### src/rtl/fpu_pkg.sv
// Shared FPU opcodes, sequencer states and owner id type
// for the dual-core FPU sharing controller.
package fpu_pkg;

  localparam logic [4:0] FADD_S   = 5'b00000;
  localparam logic [4:0] FSUB_S   = 5'b00001;
  localparam logic [4:0] FMUL_S   = 5'b00010;
  localparam logic [4:0] FDIV_S   = 5'b00011;
  localparam logic [4:0] FSQRT_S  = 5'b00100;
  localparam logic [4:0] FMADD_S  = 5'b10110;
  localparam logic [4:0] FMSUB_S  = 5'b10111;
  localparam logic [4:0] FNMSUB_S = 5'b11000;
  localparam logic [4:0] FNMADD_S = 5'b11001;

  localparam int OWN_W = 1;

  typedef logic [OWN_W-1:0] own_t;

  typedef enum logic [2:0] {
    ST_IDLE,
    ST_EXEC,
    ST_DIV_ARM,
    ST_DIV_WAIT,
    ST_RESP
  } state_e;

endpackage

### src/rtl/fpu_rr_arb2.sv
// Two-way round-robin arbiter; flushing cores are masked out
// and the last-grant pointer only moves on accept.
module fpu_rr_arb2
  import fpu_pkg::*;
(
  input  logic       clk,
  input  logic       rst_n,
  input  logic [1:0] req,
  input  logic [1:0] mask,
  input  logic       accept,
  output logic       gnt_vld,
  output own_t       gnt_id
);

  logic [1:0] act;
  own_t       last_q;

  assign act     = req & ~mask;
  assign gnt_vld = |act;

  always_comb begin
    gnt_id = own_t'(act[1]);
    if (act == 2'b11) gnt_id = ~last_q;
  end

  // Reset value 1 makes core 0 win the first tie.
  always_ff @(posedge clk or negedge rst_n) begin
    if (!rst_n) begin
      last_q <= own_t'(1);
    end else if (accept && gnt_vld) begin
      last_q <= gnt_id;
    end
  end

endmodule

### src/rtl/fpu_share_ctrl.sv
// Sequencer letting two cores share one FPU: arbitrates,
// registers operands, waits out divides, returns results.
module fpu_share_ctrl
  import fpu_pkg::*;
#(
  parameter int DIV_TIMEOUT = 64,
  parameter int CNT_W       = 7
) (
  input  logic        in_Clk,
  input  logic        in_Rst_N,
  input  logic        in_req0,
  input  logic        in_req1,
  input  logic [4:0]  in_op0,
  input  logic [4:0]  in_op1,
  input  logic [31:0] in_a0,
  input  logic [31:0] in_b0,
  input  logic [31:0] in_a1,
  input  logic [31:0] in_b1,
  input  logic        in_flush0,
  input  logic        in_flush1,
  output logic        out_done0,
  output logic        out_done1,
  output logic [31:0] out_result,
  output logic        out_timeout,
  output logic        out_busy,
  output logic        out_fpu_start,
  output logic [4:0]  out_fpu_op,
  output logic [31:0] out_fpu_a,
  output logic [31:0] out_fpu_b,
  input  logic [31:0] in_fpu_data,
  input  logic        in_fpu_stall
);

  state_e      state_q, state_d;
  own_t        own_q, gnt_id;
  logic        gnt_vld, accept, cancel_q;
  logic        cap, tmo_set, flush_own, resp_ok;
  logic [CNT_W-1:0] cnt_q, cnt_nx;
  logic [4:0]  sel_op;
  logic [31:0] sel_a, sel_b;

  fpu_rr_arb2 u_arb (
    .clk     (in_Clk),
    .rst_n   (in_Rst_N),
    .req     ({in_req1, in_req0}),
    .mask    ({in_flush1, in_flush0}),
    .accept  (state_q == ST_IDLE),
    .gnt_vld (gnt_vld),
    .gnt_id  (gnt_id)
  );

  assign accept    = (state_q == ST_IDLE) && gnt_vld;
  assign sel_op    = gnt_id[0] ? in_op1 : in_op0;
  assign sel_a     = gnt_id[0] ? in_a1  : in_a0;
  assign sel_b     = gnt_id[0] ? in_b1  : in_b0;
  assign flush_own = own_q[0] ? in_flush1 : in_flush0;
  assign cnt_nx    = cnt_q + 1'b1;

  always_comb begin
    state_d = state_q;
    cap     = 1'b0;
    tmo_set = 1'b0;
    unique case (state_q)
      ST_IDLE: begin
        if (gnt_vld) begin
          state_d = (sel_op == FDIV_S) ? ST_DIV_ARM : ST_EXEC;
        end
      end
      ST_EXEC: begin
        cap     = 1'b1;
        state_d = ST_RESP;
      end
      ST_DIV_ARM: state_d = ST_DIV_WAIT;
      ST_DIV_WAIT: begin
        if (!in_fpu_stall) begin
          cap     = 1'b1;
          state_d = ST_RESP;
        end else if (cnt_nx == CNT_W'(DIV_TIMEOUT)) begin
          cap     = 1'b1;
          tmo_set = 1'b1;
          state_d = ST_RESP;
        end
      end
      ST_RESP: state_d = ST_IDLE;
      default: state_d = ST_IDLE;
    endcase
  end

  // Start is registered so the FPU sees it with the latched operands.
  always_ff @(posedge in_Clk or negedge in_Rst_N) begin
    if (!in_Rst_N) begin
      state_q       <= ST_IDLE;
      own_q         <= '0;
      cancel_q      <= 1'b0;
      cnt_q         <= '0;
      out_fpu_op    <= '0;
      out_fpu_a     <= '0;
      out_fpu_b     <= '0;
      out_result    <= '0;
      out_timeout   <= 1'b0;
      out_fpu_start <= 1'b0;
    end else begin
      state_q       <= state_d;
      out_fpu_start <= accept && (sel_op == FDIV_S);
      if (accept) begin
        own_q      <= gnt_id;
        out_fpu_op <= sel_op;
        out_fpu_a  <= sel_a;
        out_fpu_b  <= sel_b;
        cancel_q   <= 1'b0;
        cnt_q      <= '0;
      end else if (state_q != ST_IDLE && flush_own) begin
        cancel_q <= 1'b1;
      end
      if (state_q == ST_DIV_WAIT) cnt_q <= cnt_nx;
      if (cap) out_result <= in_fpu_data;
      if (tmo_set) out_timeout <= 1'b1;
    end
  end

  assign resp_ok   = (state_q == ST_RESP) && !cancel_q && !flush_own;
  assign out_done0 = resp_ok && !own_q[0];
  assign out_done1 = resp_ok && own_q[0];
  assign out_busy  = (state_q != ST_IDLE);

endmodule

### config.mk
export PLATFORM = sky130hd
export DESIGN_NAME = fpu_share_ctrl
export DESIGN_NICKNAME = d
export VERILOG_FILES = /design/src/rtl/fpu_pkg.sv /design/src/rtl/fpu_rr_arb2.sv /design/src/rtl/fpu_share_ctrl.sv
export SDC_FILE = /design/constraint.sdc
export NUM_CORES = 1
export LEC_CHECK = 0
export ABC_AREA = 1
export CORE_AREA = 2 2 110 112
export CTS_CLUSTER_DIAMETER = 60
export CTS_CLUSTER_SIZE = 14
export DETAILED_ROUTE_END_ITERATION = 10
export DIE_AREA = 0 0 112 114
export DONT_BUFFER_PORTS = 1
export SETUP_SLACK_MARGIN = 0.3
export SLEW_MARGIN = 0
export SYNTH_ARGS = -nofsm -noshare
export SYNTH_HDL_FRONTEND = slang
export SYNTH_SLANG_ARGS = --single-unit
### constraint.sdc
create_clock -name in_Clk -period 2 [get_ports in_Clk]
set_input_delay 0.4 -clock in_Clk [delete_from_list [all_inputs] [get_ports in_Clk]]
set_output_delay 0.4 -clock in_Clk [all_outputs]
set_load 0.02 [all_outputs]
# --- After elaboration in Yosys (flattened, before gate mapping) ---
# Index checks and enable logic that the tools add are counted.
op_classes:
  reduce_logical: 16
  mux: 19
  addsub: 1
  n_eq_ne: 9
  n_bitwise: 3
op_table:
  columns: ["cell", "n"]
  rows:
  - ["$mux 32", 2]
  - ["$mux 7", 2]
  - ["$pmux 3 s4", 1]
  - ["$mux 3", 3]
  - ["$mux 1", 8]
  - ["$add 7x1->7 const B", 1]
  - ["$eq 7x7->1 const B", 1]
  - ["$logic_and 1x1->1", 7]
  - ["$eq 3x2->1 const B", 2]
  - ["$eq 5x2->1 const B", 1]
  - ["$mux 5", 1]
  - ["$reduce_bool 2->1", 2]
  - ["$eq 3x1->1 const B", 1]
  - ["$eq 3x3->1 const B", 1]
  - ["$logic_not 1->1", 3]
  - ["$logic_not 3->1", 1]
  - ["$ne 3x3->1 const B", 1]
  - ["$reduce_bool 3->1", 1]
  - ["$and 2x2->2", 1]
  - ["$eq 2x2->1 const B", 1]
  - ["$mux 2", 1]
  - ["$ne 2x2->1 const B", 1]
  - ["$not 2->2", 1]
  - ["$pmux 1 s2", 1]
  - ["3 further kinds", 3]
word_totals:
  wordCells: 59
  out_inout_bits: 106
  ff_bits: 116
  inputBits: 177

# --- Depth between registers and ports, before layout ---
# Gate-level depths: netlist (run 1).
logic_depth:
  depth_word: 9
  ltp_mapped: 13
  ltp_nobuf: 12

# --- By module ---
# Synthesis (run 1) repeated with hierarchy kept, for this count alone.
hier_totals:
  cells_unflattened: 633
  hier_area_um2: 5436.5
modules_own_cells:
  columns: ["mod", "n_inst", "seq_area_each_um2", "cells_per_inst", "area_per_inst_um2"]
  rows:
  - ["fpu_share_ctrl", 1, 2877.8, 619, 5351.4]
  - ["fpu_rr_arb2", 1, 26.3, 14, 85.1]

# --- Least setup slack after synthesis (run 1) ---
# OpenSTA, ideal clock, no wires.
synth_path:
  kind: "register to register"
  from: "register cnt_q[0]"
  to: "register out_result[10]"
  stages_incl_launch_ff: 13
  path_buffers: 1
  arrival_time_ns: 1.502
  synth_period_minus_slack_ns: 1.619
  required_ns: 1.883
  path_slack_ns: 0.381
  cell_sequence: "dfrtp_1 > ha_1 > nand3_1 > nand2_1 > nand2_1 > nand2_1 > nor2_1 > nand2_2 > nand3_4 > nand2_4 > buf_6 > nand2_1 > nand2_1"
synth_between:
  elab_chain_len: 5
synth_lines:
  columns: ["item", "line", "rtl"]
  rows:
  - ["start, declared", "fpu_share_ctrl.sv:38", "logic [CNT_W-1:0] cnt_q, cnt_nx;"]
  - ["start signal, assigned", "fpu_share_ctrl.sv:115", "if (state_q == ST_DIV_WAIT) cnt_q <= cnt_nx;"]
  - ["$add 7x1->7", "fpu_share_ctrl.sv:57", "assign cnt_nx = cnt_q + 1'b1;"]
  - ["$eq 7x7->1", "fpu_share_ctrl.sv:78", "end else if (cnt_nx == CNT_W'(DIV_TIMEOUT)) begin"]
  - ["$mux 1", "fpu_share_ctrl.sv:78", null]
  - ["$mux 1", "fpu_share_ctrl.sv:75", "if (!in_fpu_stall) begin"]
  - ["$pmux 1 s2", "fpu_share_ctrl.sv:63", "unique case (state_q)"]
  - ["end signal, assigned", "fpu_share_ctrl.sv:116", "if (cap) out_result <= in_fpu_data;"]
  - ["end, declared", "fpu_share_ctrl.sv:23", "output logic [31:0] out_result,"]
# Every way passes these cells.
# A chain may end at the register's enable or synchronous reset.

# --- Worst setup path after layout (run 1) ---
layout_path:
  from: "register cnt_q[0]"
  to: "register out_result[11]"
# Same word-level chain as after synthesis.

==> results.txt, run 1 <==
Critical Path Stages: 11
Slew @ Worst Pin: 0.568 ns
I/O pin total: 283
placed inst area: 0.00534 mm2
EDFF count, synth: 0
CP Buf/Inv Count: 1
DR pass1 iterations: 5
synthesized flop and latch total: 116
initial core utilization: 44.9%
final instance area: 0.00645 mm2
global-route wire length before repair: 23500 um
RSZ-0062 raised after global routing: yes
critical-path cell list: ha_4 -> nand3_4 -> o21ai_2 -> nand2_2 -> nor2_2 -> nand2_2 -> nand3_4 -> buf_12 -> nand2_4 -> nand2_1 -> nand2_1
Iter 0 DRT Violations: 364
crit-path max FO: 8
CTS Buffer Depth: 2
status: finished, violations left
DR WL/cell: 19.3 um
initial antenna violation count: 0
hold_ws: -0.317 ns
Clock transition at path regs: 0.06 ns
CTS Buf Count: 17
Layout area overhead: 22.6%
CTS tree: done
GRT Total Usage: 23.6%
worst endpoint data arrival time: 2.05 ns
type of the worst setup path: flop to flop
Seq/Total Area, Yosys: 55.2%
layout cell share with drive strength beyond 1: 18.0%
Worst EP required: 2.30 ns
Critical Path Source Type: flop
Final TNS setup: 0 ns
VDD IR max: 0.954 mV
synthesized instance count: 641
Post-Syn Area: 0.00526 mm2
cell family with most CP delay: simple AND/OR/NAND/NOR gates
# DRC: 0
Distinct cells, synth: 26
cells on worst reg2reg path: 11
clk sink count: 116
cell chosen for the clock root: clkbuf_16
Syn Area/Cell: 8.21 um2
vias in the first global route: 4580
FMAX: 0.571 GHz
CP peak stage delay: 0.39 ns
fin util: 55.1%
Final Max Tran Viols: 0
Die Wd: 112 um
final hold viol count: 116
Inst Count DP: 761
MaxCap Viol Count: 0
asr flop ratio synth: 100%
violations in the final reports: hold timing
largest net degree at the start of global routing: 117
# setup viols final: 0
placed wire-length estimate: 10100 um
H-tree depth: 4
PortBufs: 0
Die ar.: 0.0128 mm2
Max transition margin: 62.2%
Layout Cells excl Fill: 813
Synthesis Warnings: 0
Routed Antenna Nets: 0
slowest CP cell: dfrtp_1
Setup Skew: 0.0109 ns
Die Ht: 114 um
most frequent cell after synthesis: nand2_1
Syn Nets: 819
Layout Nets: 831
fin crit period: 1.75 ns
synth cell count leaders: 174 x nand2_1, 128 x a21oi_1, 115 x dfrtp_1, 74 x nor2_1, 46 x nand3_1
fill count: 1071
row count: 40
Worst-Skew Late Latency: 0.42 ns
PD cells: 1770 mW/mm2
post-DR vias/cell: 5.72
synth top area cells: dfrtp_1 55%, nand2_1 12%, a21oi_1 12%
total core area: 0.0117 mm2
endpoint type of the worst setup path: flop
top cell type's share of synthesized area: 54.7%
RD Place Congestion: 0.778
drt total wl: 15700 um
predominant post-synthesis flop cell: dfrtp_1
via count: 4649
Tcrit/Tclk final: 87.5%
ant diodes: 0
Min-Delay Path Class: input port to async pin
leakage: 0.00292 uW
Synth area leader: dfrtp_1
total gr overflow: 0
==> registers in the layout, indices dropped and copies added, names as in the netlist <==
name / cells
cnt_q: 7
out_fpu_a: 32
state_q: 3
out_timeout: 1
own_q: 1
out_fpu_b: 32
u_arb.last_q: 1
out_fpu_start: 1
out_fpu_op: 5
cancel_q: 1
out_result: 32
==> timing repair <==
action | CTS | global route
endpoints found under the hold margin | 116 | 116
cloned | 5 | 2
endpoints found under the setup margin | 93 | 95
resized for setup | 29 | 37
setup buffers | 9 | 4
pin swaps | 7 | 11
==> cell usage in the layout (no fill, tap or decap), types with 2 or more instances in the layout <==
| cell | netlist | layout |
|---|---|---|
| nand2_8 | 0 | 4 |
| nand2_2 | 3 | 30 |
| o21ai_0 | 13 | 13 |
| clkinv_2 | 0 | 2 |
| o22ai_1 | 4 | 4 |
| buf_12 | 0 | 5 |
| inv_2 | 5 | 6 |
| clkinvlp_4 | 0 | 3 |
| bufinv_16 | 0 | 4 |
| nor2_1 | 74 | 69 |
| clkbuf_8 | 0 | 2 |
| nand2_1 | 174 | 146 |
| clkinv_4 | 0 | 3 |
| nand3_1 | 46 | 39 |
| nand3_4 | 1 | 3 |
| nand2_4 | 1 | 2 |
| buf_6 | 3 | 2 |
| nand3_2 | 0 | 5 |
| a21oi_1 | 128 | 128 |
| o21bai_1 | 3 | 3 |
| buf_4 | 8 | 16 |
| dfrtp_1 | 115 | 114 |
| clkbuf_16 | 0 | 18 |
| buf_16 | 0 | 2 |
| nor2_2 | 2 | 5 |
| inv_1 | 25 | 24 |
| nor2_4 | 0 | 2 |
==> report_power, final <==
group	total, uW	switching, uW	internal (uW)	leakage, uW
Clock	3250	1100	2150	0.000302
Sequential	5560	2150	3420	0.00136
Combinational	2600	1630	968	0.00126
==> worst paths after layout <==
kind | to | slack, ns | startpoint
setup reg to reg | out_result[11] | 0.25 | cnt_q[0]
hold / removal | out_fpu_a[1] | -0.32 | in_Rst_N
min in group in_Clk | out_result[26] | 0.11 | in_fpu_data[26]
hold reg to reg | u_arb.last_q | 0.49 | u_arb.last_q
setup / recovery | out_result[11] | 0.25 | cnt_q[0]
max in group asynchronous | u_arb.last_q | 2.12 | in_Rst_N
==> cell families after synthesis <==
family	after synthesis	synth area share, %
compound gates	151	14.6
buf+inv	68	6.32
simple gates	305	23.7
flops	116	55.2
fa+ha+maj	1	0.238
==> per-stage QoR <==
stage	worst slack [ns]	total power [uW]
finish	0.249	11400
global route	0.145	12100
CTS	0.239	11300
detailed placement	0.101	7810
global placement	0.196	7680
floorplan	0.381	7150
==> per-layer routing <==
layer  part of all wire [%]  routed length [um]  vias up  global-route usage [%]
met4                    1.8                 278        0                    9.43
li1                       -                   -     2127                       -
met2                     52                8170      226                    41.0
met5                      0                   0        -                       0
met1                     37                5880     2268                    26.8
met3                    8.8                1380       28                    8.13
==> final cells by class <==
type                       count  area, um2  share of cell area, %
sequential                   116       2910                   45.0
multi-input combinational    461       2280                   35.3
clock buffer                  20        457                   7.08
timing repair buffer          27        338                   5.24
tap                          147        184                   2.85
clock inverter                12        179                   2.77
inverter                      30        113                   1.75
(Power assumes the default switching activity.)
==> run 2: changes to the inputs <==
--- a/config.mk
+++ b/config.mk
@@ -7,6 +7,7 @@
 export LEC_CHECK = 0
 export ABC_AREA = 1
 export CORE_AREA = 2 2 110 112
+export CTS_BUF_LIST = sky130_fd_sc_hd__clkbuf_2
 export CTS_CLUSTER_DIAMETER = 60
 export CTS_CLUSTER_SIZE = 14
 export DETAILED_ROUTE_END_ITERATION = 10
==> results.txt, run 2 <==
H-tree depth: 4
synthesized flop and latch total: 116
postcts setup bufs: 12
stage reached: clock tree synthesis (4_1_cts)
Setup WS pre-CTS: 0.101 ns
status: stopped before the end
placed wire-length estimate: 10100 um
initial core utilization: 44.9%
RD Place Congestion: 0.778
Die Wd: 112 um
CTS Buf Count: 17
Distinct cells, synth: 26
synth cell count leaders: 174 x nand2_1, 128 x a21oi_1, 115 x dfrtp_1, 74 x nor2_1, 46 x nand3_1
Post-Syn Area: 0.00526 mm2
EDFF count, synth: 0
asr flop ratio synth: 100%
post_cts resized: 60
Syn Area/Cell: 8.21 um2
Synth area leader: dfrtp_1
PortBufs: 0
row count: 40
synth top area cells: dfrtp_1 55%, nand2_1 12%, a21oi_1 12%
Synthesis Warnings: 0
top cell type's share of synthesized area: 54.7%
hold_buf cts: 163
cell chosen for the clock root: clkbuf_2
Syn Nets: 819
Seq/Total Area, Yosys: 55.2%
synthesized instance count: 641
predominant post-synthesis flop cell: dfrtp_1
I/O pin total: 283
clk sink count: 116
CTS Buffer Depth: 2
most frequent cell after synthesis: nand2_1
Die Ht: 114 um
Error: [ERROR RSZ-0060] Max buffer count reached.
[run 2: cell counts after synthesis]
No cell type changed its count.
[run 2: cells by family after synthesis]
kind of cell               synth area share [%]
adders and majority gates                 0.238
and+or+nand+nor                            23.7
DFF                                        55.2
AOI/OAI and AO/OA                          14.6
buffers and inverters                      6.32
[run 2: per-stage QoR]
stage / hold WS [ns] / area [um2] / cells / util (%)
3_3_place_gp: 0.108 / 5340 / 761 / 45.6
2_1_floorplan: 0.104 / 5260 / 641 / -
3_5_place_dp: 0.107 / 5340 / 761 / 45.6
==> run 3: changes to the inputs <==
--- a/config.mk
+++ b/config.mk
@@ -6,14 +6,11 @@
 export NUM_CORES = 1
 export LEC_CHECK = 0
 export ABC_AREA = 1
-export CORE_AREA = 2 2 110 112
-export CTS_BUF_LIST = sky130_fd_sc_hd__clkbuf_2
-export CTS_CLUSTER_DIAMETER = 60
-export CTS_CLUSTER_SIZE = 14
+export CORE_MARGIN = 2
+export CORE_UTILIZATION = 40
 export DETAILED_ROUTE_END_ITERATION = 10
-export DIE_AREA = 0 0 112 114
 export DONT_BUFFER_PORTS = 1
-export SETUP_SLACK_MARGIN = 0.3
+export PLACE_DENSITY_LB_ADDON = 0.15
 export SLEW_MARGIN = 0
 export SYNTH_ARGS = -nofsm -noshare
 export SYNTH_HDL_FRONTEND = slang
==> results.txt, run 3 (synthesized netlist as in run 1, its figures left out) <==
status: finished, violations left
violations in the final reports: hold timing
met1 Use GR: 23.6%
worst endpoint data arrival time: 1.46 ns
Slew @ Worst Pin: 0.406 ns
initial core utilization: 41.4%
commonest non-fill, non-tap cell in the layout: nand2_1
hold_ws: -0.312 ns
PortBufs: 0
switching power: 4760 uW
PnR Total Power: 10800 uW
drt total wl: 14800 um
Most common cell on crit path: nor2_1
FMAX: 0.537 GHz
met3 usage: 6.56%
vias in the first global route: 4269
PD cells: 1800 mW/mm2
ant diodes: 0
leakage: 0.00275 uW
CP peak stage delay: 0.44 ns
RSZ-0062 raised after global routing: no
# DRC: 0
Sequential Power Share: 51.4%
slowest CP cell: dfrtp_1
Layout area overhead: 13.5%
met2 Use GR: 36.3%
Top Registers: out_fpu_a: 32 flops, out_fpu_b: 32 flops, out_result: 32 flops
row count: 41
CTS tree: done
part of the power in combinational logic: 21.5%
Layout Nets: 810
Die Ht: 119 um
Worst EP required: 1.60 ns
type of the worst setup path: flop to primary output
critical-path cell list: nor2_1 -> nand3_1 -> nor2_1
Final Max Tran Viols: 0
Die ar.: 0.0141 mm2
Die Wd: 119 um
Iter 0 DRT Violations: 317
clk sink count: 116
total gr overflow: 0
DR WL/cell: 18.1 um
placed wire-length estimate: 10400 um
VDD IR max: 0.672 mV
Routed Antenna Nets: 0
post-DR vias/cell: 5.41
final hold viol count: 116
GRT Total Usage: 20.8%
Max transition margin: 72.9%
Min-Delay Path Class: input port to async pin
via count: 4419
CTS Buf Count: 17
Worst-Skew Late Latency: 0.41 ns
crit-path max FO: 5
Critical Path Source Type: flop
CTS Buffer Depth: 2
endpoint type of the worst setup path: primary output
total core area: 0.0127 mm2
R2R setup slack: 0.18 ns
# setup viols final: 0
MaxCap Viol Count: 0
Tcrit/Tclk final: 93.2%
switching part of the total: 44.2%
fin crit period: 1.86 ns
Setup Skew: 0.0106 ns
cell chosen for the clock root: clkbuf_16
GR peak layer: met2
initial antenna violation count: 0
DR pass1 iterations: 5
largest net degree at the start of global routing: 117
H-tree depth: 4
layout cell share with drive strength beyond 1: 8.53%
Power Internal: 6000 uW
Clock transition at path regs: 0.06 ns
RD Place Congestion: 0.910
I/O pin total: 283
global-route wire length before repair: 23000 um
Clk network pwr share: 27.2%
Final TNS setup: 0 ns
commonest non-fill, non-tap cells in the layout: 174 x nand2_1, 128 x a21oi_1, 115 x dfrtp_1
run 3: layer usage:
metal	up-vias	share of wire (%)	wire length, um
met1	2099	38	5630
met2	217	52	7650
met4	0	1.8	271
li1	2079	-	-
met3	24	8.6	1270
met5	-	0	0
run 3: final timing paths:
kind | endpoint | from | cells after the start
max in group asynchronous | u_arb.last_q | in_Rst_N | 0
max | out_done0 | state_q[1] | 3
min in group in_Clk | out_result[1] | in_fpu_data[1] | 2
min reg2reg | u_arb.last_q | u_arb.last_q | 2
min | out_fpu_b[27] | in_Rst_N | 0
max reg2reg | out_result[5] | cnt_q[0] | 11
run 3: what timing repair did:
action,in CTS,in global routing
setup buffers,0,0
resized for setup,0,1
endpoints found under the setup margin,0,30
hold endpoints to repair,116,116
run 3: cell type report:
| class | instances | area (um2) |
|---|---|---|
| fill | 1262 | 6750 |
| sequential | 116 | 2900 |
| multi-input combinational | 457 | 2040 |
| clock buffer | 17 | 425 |
| tap | 172 | 215 |
| clock inverter | 15 | 145 |
| timing repair buffer | 10 | 138 |
| inverter | 30 | 113 |
run 3: power groups by stage:
stage | clock network, uW | registers, uW | logic (uW)
after floorplan | 0 | 5230 | 1920
after global placement | 0 | 5570 | 2210
after detailed placement | 0 | 5560 | 2340
after CTS | 2980 | 5550 | 2330
after global routing | 3100 | 5630 | 2700
final | 2920 | 5530 | 2310
run 3: through the flow:
step,cell area [um2],hold slack (ns),instances,worst slack [ns],util (%)
6_report,5980,-0.312,817,0.137,47.0
5_1_grt,5980,-0.338,817,0.0191,47.0
4_1_cts,5970,-0.335,817,0.0995,46.9
3_5_place_dp,5400,0.108,785,0.0977,42.4
3_3_place_gp,5400,0.108,785,0.169,42.4
2_1_floorplan,5260,0.104,641,0.381,-
run 3: worst max-delay path: cells and delay by family, from the launching register on:
| family | cells | cell delay, ns |
|---|---|---|
| simple gates | 3 | 0.61 |
| flops | 1 | 0.44 |
